--- src/rtl/fetch_unit.sv ---
// Instruction fetch stage: owns the program counter, issues one outstanding word
// request to instruction memory and hands fetched words to decode via valid/ready.
module fetch_unit #(
    parameter logic [31:0] RESET_PC = 32'h0000_0000,
    parameter logic [31:0] NOP_INST = 32'h0000_0013
) (
    input  logic        clk,
    input  logic        rst,
    input  logic        is_jump,
    input  logic [31:0] jump_addr,
    output logic        imem_req,
    output logic [31:0] imem_addr,
    input  logic        imem_ready,
    input  logic        imem_rvalid,
    input  logic [31:0] imem_rdata,
    output logic        inst_valid,
    input  logic        inst_ready,
    output logic [31:0] inst,
    output logic [31:0] pc
);

    typedef enum logic [1:0] {
        S_REQ  = 2'd0,
        S_WAIT = 2'd1,
        S_HOLD = 2'd2,
        S_DROP = 2'd3
    } state_t;

    function automatic logic [31:0] next_word(input logic [31:0] addr);
        return addr + 32'd4;
    endfunction

    state_t      state_r, state_s;
    logic [31:0] fetch_pc_r, fetch_pc_s;
    logic [31:0] req_pc_r, req_pc_s;
    logic [31:0] inst_r, inst_s;
    logic [31:0] pc_r, pc_s;
    logic        valid_r, valid_s;
    logic [31:0] hold_inst_r, hold_inst_s;
    logic [31:0] hold_pc_r, hold_pc_s;
    // Keeps the request low during reset and for the release cycle itself.
    logic        run_r;
    logic        slot_free_s;
    logic        consume_s;

    assign slot_free_s = !valid_r || inst_ready;
    assign consume_s   = valid_r && inst_ready;

    assign imem_req   = run_r && (state_r == S_REQ);
    assign imem_addr  = fetch_pc_r;
    assign inst_valid = valid_r;
    assign inst       = inst_r;
    assign pc         = pc_r;

    // Next-state and next-register values; redirect overrides everything else.
    always_comb begin
        state_s     = state_r;
        fetch_pc_s  = fetch_pc_r;
        req_pc_s    = req_pc_r;
        inst_s      = inst_r;
        pc_s        = pc_r;
        valid_s     = valid_r;
        hold_inst_s = hold_inst_r;
        hold_pc_s   = hold_pc_r;

        if (consume_s) begin
            valid_s = 1'b0;
            inst_s  = NOP_INST;
        end else begin
            valid_s = valid_r;
        end

        if (is_jump) begin
            fetch_pc_s  = jump_addr & 32'hFFFF_FFFC;
            valid_s     = 1'b0;
            inst_s      = NOP_INST;
            hold_inst_s = 32'h0000_0000;
            hold_pc_s   = 32'h0000_0000;
            case (state_r)
                S_REQ:   state_s = (imem_req && imem_ready) ? S_DROP : S_REQ;
                S_WAIT:  state_s = imem_rvalid ? S_REQ : S_DROP;
                S_HOLD:  state_s = S_REQ;
                S_DROP:  state_s = imem_rvalid ? S_REQ : S_DROP;
                default: state_s = S_REQ;
            endcase
        end else begin
            case (state_r)
                S_REQ: begin
                    if (imem_req && imem_ready) begin
                        req_pc_s = fetch_pc_r;
                        state_s  = S_WAIT;
                    end else begin
                        state_s = S_REQ;
                    end
                end
                S_WAIT: begin
                    if (imem_rvalid && slot_free_s) begin
                        inst_s     = imem_rdata;
                        pc_s       = req_pc_r;
                        valid_s    = 1'b1;
                        fetch_pc_s = next_word(req_pc_r);
                        state_s    = S_REQ;
                    end else if (imem_rvalid) begin
                        hold_inst_s = imem_rdata;
                        hold_pc_s   = req_pc_r;
                        fetch_pc_s  = next_word(req_pc_r);
                        state_s     = S_HOLD;
                    end else begin
                        state_s = S_WAIT;
                    end
                end
                S_HOLD: begin
                    if (slot_free_s) begin
                        inst_s  = hold_inst_r;
                        pc_s    = hold_pc_r;
                        valid_s = 1'b1;
                        state_s = S_REQ;
                    end else begin
                        state_s = S_HOLD;
                    end
                end
                S_DROP: begin
                    if (imem_rvalid) begin
                        state_s = S_REQ;
                    end else begin
                        state_s = S_DROP;
                    end
                end
                default: state_s = S_REQ;
            endcase
        end
    end

    // State, PC, output slot and hold buffer registers.
    always_ff @(posedge clk or posedge rst) begin
        if (rst) begin
            state_r     <= S_REQ;
            fetch_pc_r  <= RESET_PC;
            req_pc_r    <= RESET_PC;
            inst_r      <= NOP_INST;
            pc_r        <= RESET_PC;
            valid_r     <= 1'b0;
            hold_inst_r <= 32'h0000_0000;
            hold_pc_r   <= 32'h0000_0000;
            run_r       <= 1'b0;
        end else begin
            state_r     <= state_s;
            fetch_pc_r  <= fetch_pc_s;
            req_pc_r    <= req_pc_s;
            inst_r      <= inst_s;
            pc_r        <= pc_s;
            valid_r     <= valid_s;
            hold_inst_r <= hold_inst_s;
            hold_pc_r   <= hold_pc_s;
            run_r       <= 1'b1;
        end
    end

endmodule
--- config.mk ---
export PLATFORM = sky130hd
export DESIGN_NAME = fetch_unit
export DESIGN_NICKNAME = d
export VERILOG_FILES = /design/src/rtl/fetch_unit.sv
export SDC_FILE = /design/constraint.sdc
export NUM_CORES = 1
export LEC_CHECK = 0
export ABC_AREA = 0
export BUFFER_PORTS_ARGS = -buffer_cell sky130_fd_sc_hd__clkbuf_2
export CAP_MARGIN = 10
export CORE_MARGIN = 5
export CORE_UTILIZATION = 50
export DETAILED_ROUTE_END_ITERATION = 6
export GPL_TIMING_DRIVEN = 0
export PLACE_DENSITY = 0.76
export SYNTH_ARGS = -nofsm -noshare
export SYNTH_HDL_FRONTEND = slang
export SYNTH_SLANG_ARGS = --single-unit
--- constraint.sdc ---
create_clock -name clk -period 7.2 [get_ports clk]
set_input_delay 1.8 -clock clk [delete_from_list [all_inputs] [get_ports clk]]
set_output_delay 1.8 -clock clk [all_outputs]
set_load 0.01 [all_outputs]
After elaboration in Yosys (flattened, before gate mapping)
Cells that the tools add are included.
Storage, ports and cells
  bits in registers: 196
  input bits: 70
  word-level logic and storage cells: 67
Cells by class
  add/subtract/negate cells: 1
  equal/unequal tests: 6
  mux-type cells: 34
  bitwise gates (word level): 1
  reductions and logical operators: 16
Operators with widths (number)
  2-to-1 mux 32 bit: 18
  case mux 32 bit (2 select lines): 2
  adder 32 x 3 -> 32 bit (second input constant): 1
  2-to-1 mux 2 bit: 6
  case mux 2 bit (4 select lines): 1
  != test 2 bit (second input constant): 3
  case mux 2 bit (3 select lines): 1
  AND reduction 3 bit: 2
  nonzero test 2 bit: 3
  2-to-1 mux 1 bit: 5
  == test 2 bit (second input constant): 2
  logical AND 1 bit: 4
  AND reduction 4 bit: 1
  nonzero test 3 bit: 1
  == test 2 x 1 -> 1 bit (second input constant): 1
  logical NOT 2 bit: 1
  case mux 1 bit (2 select lines): 1
  AND reduction 2 bit: 1
  OR reduction 2 bit: 1
  logical NOT 1 bit: 1
  logical OR 1 bit: 1
  inverter 1 bit: 1

Logic depth before layout (Yosys ltp)
  depth in word-level cells: 6
  mapped depth: 9

Worst setup path after synthesis
Ideal clock, no wire load.
  kind: input to register
  start: input port is_jump
  end: register req_pc_r[20]
  setup time: 125 ps
  arrival time: 2895 ps
  slack: 4180 ps
  cell stages on the path: 5
  path buffers: 3
  cells stage by stage: clkbuf_1 -> or2_2 -> clkbuf_1 -> buf_2 -> mux2_2
Between the ends
  cells in the longest elaborated chain, start to end: 2
RTL lines
  start, declared: RTL line 9  | input logic is_jump,
  inverter 1 bit (no source line)
  AND reduction 3 bit (no source line)
  end signal, assigned: RTL line 149  | req_pc_r <= req_pc_s;
  end, declared: RTL line 35  | logic [31:0] req_pc_r, req_pc_s;
Every way passes these cells.
A chain may end at the register's enable or synchronous reset.

Worst setup path in the final report
  start: input port imem_rvalid
  end: register hold_pc_r[13]
Between the ends
  cells in the longest elaborated chain, start to end: 3
  elaborated cells between the ends (all ways): 4
RTL lines
  start, declared: RTL line 14  | input logic imem_rvalid,
  logical AND 1 bit: RTL line 97  | if (imem_rvalid && slot_free_s) begin
  != test 2 bit (no source line)
  AND reduction 3 bit (no source line) (*)
  end signal, assigned: RTL line 154  | hold_pc_r <= hold_pc_s;
  end, declared: RTL line 40  | logic [31:0] hold_pc_r, hold_pc_s;
Every way passes the cells marked *; elsewhere a longest branch is shown, timed or not.

==> reports/metrics.cfg <==
[outcome]
outcome=finished clean

[final_layout]
final_area_um2=10600
multi_input_area_um2=3610
utilization=0.614
drive_gt1_frac=0.281
area_growth_pct=20.2
nFillCells=1412
seqCellArea_um2=4910
diodes=0
nets=1048

[placement]
port_buffers=164
dpl_cell_area_um2=9970
gp_congestion=0.881
hpwlAfterDp_mm=17.2

[clock_tree]
cts_buffers=17
postCtsSetupRepairBufs=0
cts_max_level=4
clockRootBuffer=clkbuf_16
cts_sinks=196
clk_pin_slew_ns=0.07
cts_resized=0
cts_hold_buf=0
clockBufferDepth=2
clk_latency_ns=0.44
cts_tree=done

[synthesis]
synth_area_leaders=dfrtp_1, a22o_1, mux2i_1, mux2_2, nor2_1
async_reset_ff_frac=1.00
syn_nets=864
yosysWarnings=0
yosys.area_share.simple=0.108
synth_top_family_by_area=compound AO/OA/AOI/OAI gates
synth.most_common_cell=dfrtp_1
synth_seq_cells=196
syn_avg_cell_area_um2=11.2
synth_edf_count=0
synth_ff_type=dfrtp_1
yosysTopAreaCellShare=0.547
synthDistinctLibCells=44
synth_common_cells=dfrtp_1, a22o_1, nor2_1
synth.mux.area_fraction=0.0816
synth_compound_area_frac=0.186
yosysSeqAreaShare=0.556
synth_xor_area_frac=0.0248
syn_inst=788
synth_area_um2=8830
synth.largest_area_cell=dfrtp_1
synth_fa_ha_area_frac=0.00850

[floorplan]
initial_core_util=0.511
core_um2=17300
die_h_um=143
rows=48
dieArea_um2=20400
pin_count=168
die_w_um=143

[drt]
num_vias=7096
dr.first_iter.drc_count=527
wl_per_cell_um=20.4
viasPerCell=5.86
drt_first_pass_iters=5
ant_nets=0
drc=0
routed_wl_mm=24.7

[global_routing]
grt_pass1_vias=7172
grt_pass1_wl_mm=38.9
met2_usage=0.397
met1_usage=0.336
gr-total-overflow=0
track_usage=0.246
grt_start_max_net_pins=130
gr-usage-met3=0.0576
busiest_layer=met2
antenna_found_initial=0

[timing]
rsz0062_at_grt=false
min_period_over_period=0.460
relSlewSlack=0.305
setup_viol=0
period_minus_slack_ns=3.31
skew_ns=0.0118
drv_slew=0
fmax_mhz=302
hold_viol_final=0
fin_tns_setup_ns=0
worst_pin_slew_ns=1.04

[critical_path]
critPathMaxFanout=10
crit_type=in2reg
arrival_ns=3.69
required_ns=7.58
endpoint_kind=register
startpoint_type=input port

[pwr]
p_leak_nw=5.00
power_density_nw_per_um2=321
vdd_ir_drop_max_mv=0.204

[hold_path]
worstHoldPathType=reg2reg

[job]
max_cap_violations=0

[cell families (layout without fill, tap and decap cells)]
family          count (synthesis)  in the layout
compound gates                227            227
flops                         196            196
simple gates                  193            193
buf+inv                        72            269
mux                            68             68
xor+xnor                       25             25
fa+ha+maj                       6              6
other cells                     1              1
[area by class of cell]
type	count	area share
clock buffers	19	0.0427
repair buffers	165	0.0799
flip-flops and latches	196	0.462
well taps	225	0.0265
inverters	8	0.00353
clock inverters	13	0.0186
multi-input cells	520	0.340
plain buffers	64	0.0265
[power breakdown]
group / total, mW / switching, mW / internal, mW
sequential: 1.51 / 0.202 / 1.30
combinational: 0.849 / 0.500 / 0.349
clock: 1.05 / 0.444 / 0.606
total: 3.41 / 1.15 / 2.26
[critical path, cell delays in order]
cell      delay (ns)
clkbuf_2        0.13
and2_1          0.12
buf_2           0.16
nand2b_1        0.07
clkbuf_1        0.33
nor2_2          0.54
buf_2           0.35
a22o_1          0.18
[placed cells by master, fill, tap and decap left out, types with 7 or more instances in the layout]
cell	synthesis	final
nand2_1	47	47
dfrtp_1	193	193
mux2_2	31	31
a21oi_1	62	62
clkbuf_2	1	165
mux2i_1	36	36
clkbuf_16	0	17
buf_2	32	32
o21ai_0	20	20
inv_1	8	7
a22oi_1	30	30
clkbuf_1	30	30
nor3_1	7	7
o221ai_1	10	10
nor2_1	87	87
a22o_1	94	94
xor2_1	17	17
nand3_1	13	13
xnor2_1	8	8
[sequential cells by signal, indices dropped and copies added (netlist names)]
register	flops
inst	32
inst_valid	1
state_r	2
pc	32
hold_pc_r	32
imem_addr	32
req_pc_r	32
run_r	1
hold_inst_r	32
[final timing paths]
check                      slack (ns)     startpoint             to  cells past startpoint
max                              3.89    imem_rvalid  hold_pc_r[13]                      8
min                              0.51  hold_pc_r[29]  hold_pc_r[29]                      1
max reg2reg                      4.56     state_r[1]  hold_pc_r[13]                      9
min reg2reg                      0.51  hold_pc_r[29]  hold_pc_r[29]                      1
max in group asynchronous        4.85            rst  imem_addr[26]                      3
min in group asynchronous        1.39            rst          pc[4]                      2
[per-stage QoR]
step / power [mW] / worst slack (ns) / hold WS [ns] / cells
after floorplan: 2.02 / 0.0644 / 0.473 / 788
after detailed placement: 2.37 / 3.46 / 0.491 / 1178
after global routing: 3.57 / 3.80 / 0.523 / 1210
final: 3.41 / 3.89 / 0.505 / 1210
after CTS: 3.41 / 3.89 / 0.511 / 1210
after global placement: 2.34 / -2.09 / 0.488 / 1177
[layer usage]
layer	wire (µm)	vias up
met3	1870	45
met2	11700	289
met1	10600	3531
met5	0	-
met4	482	0
li1	-	3231
No activity file was read; power rests on OpenSTA's default activity.
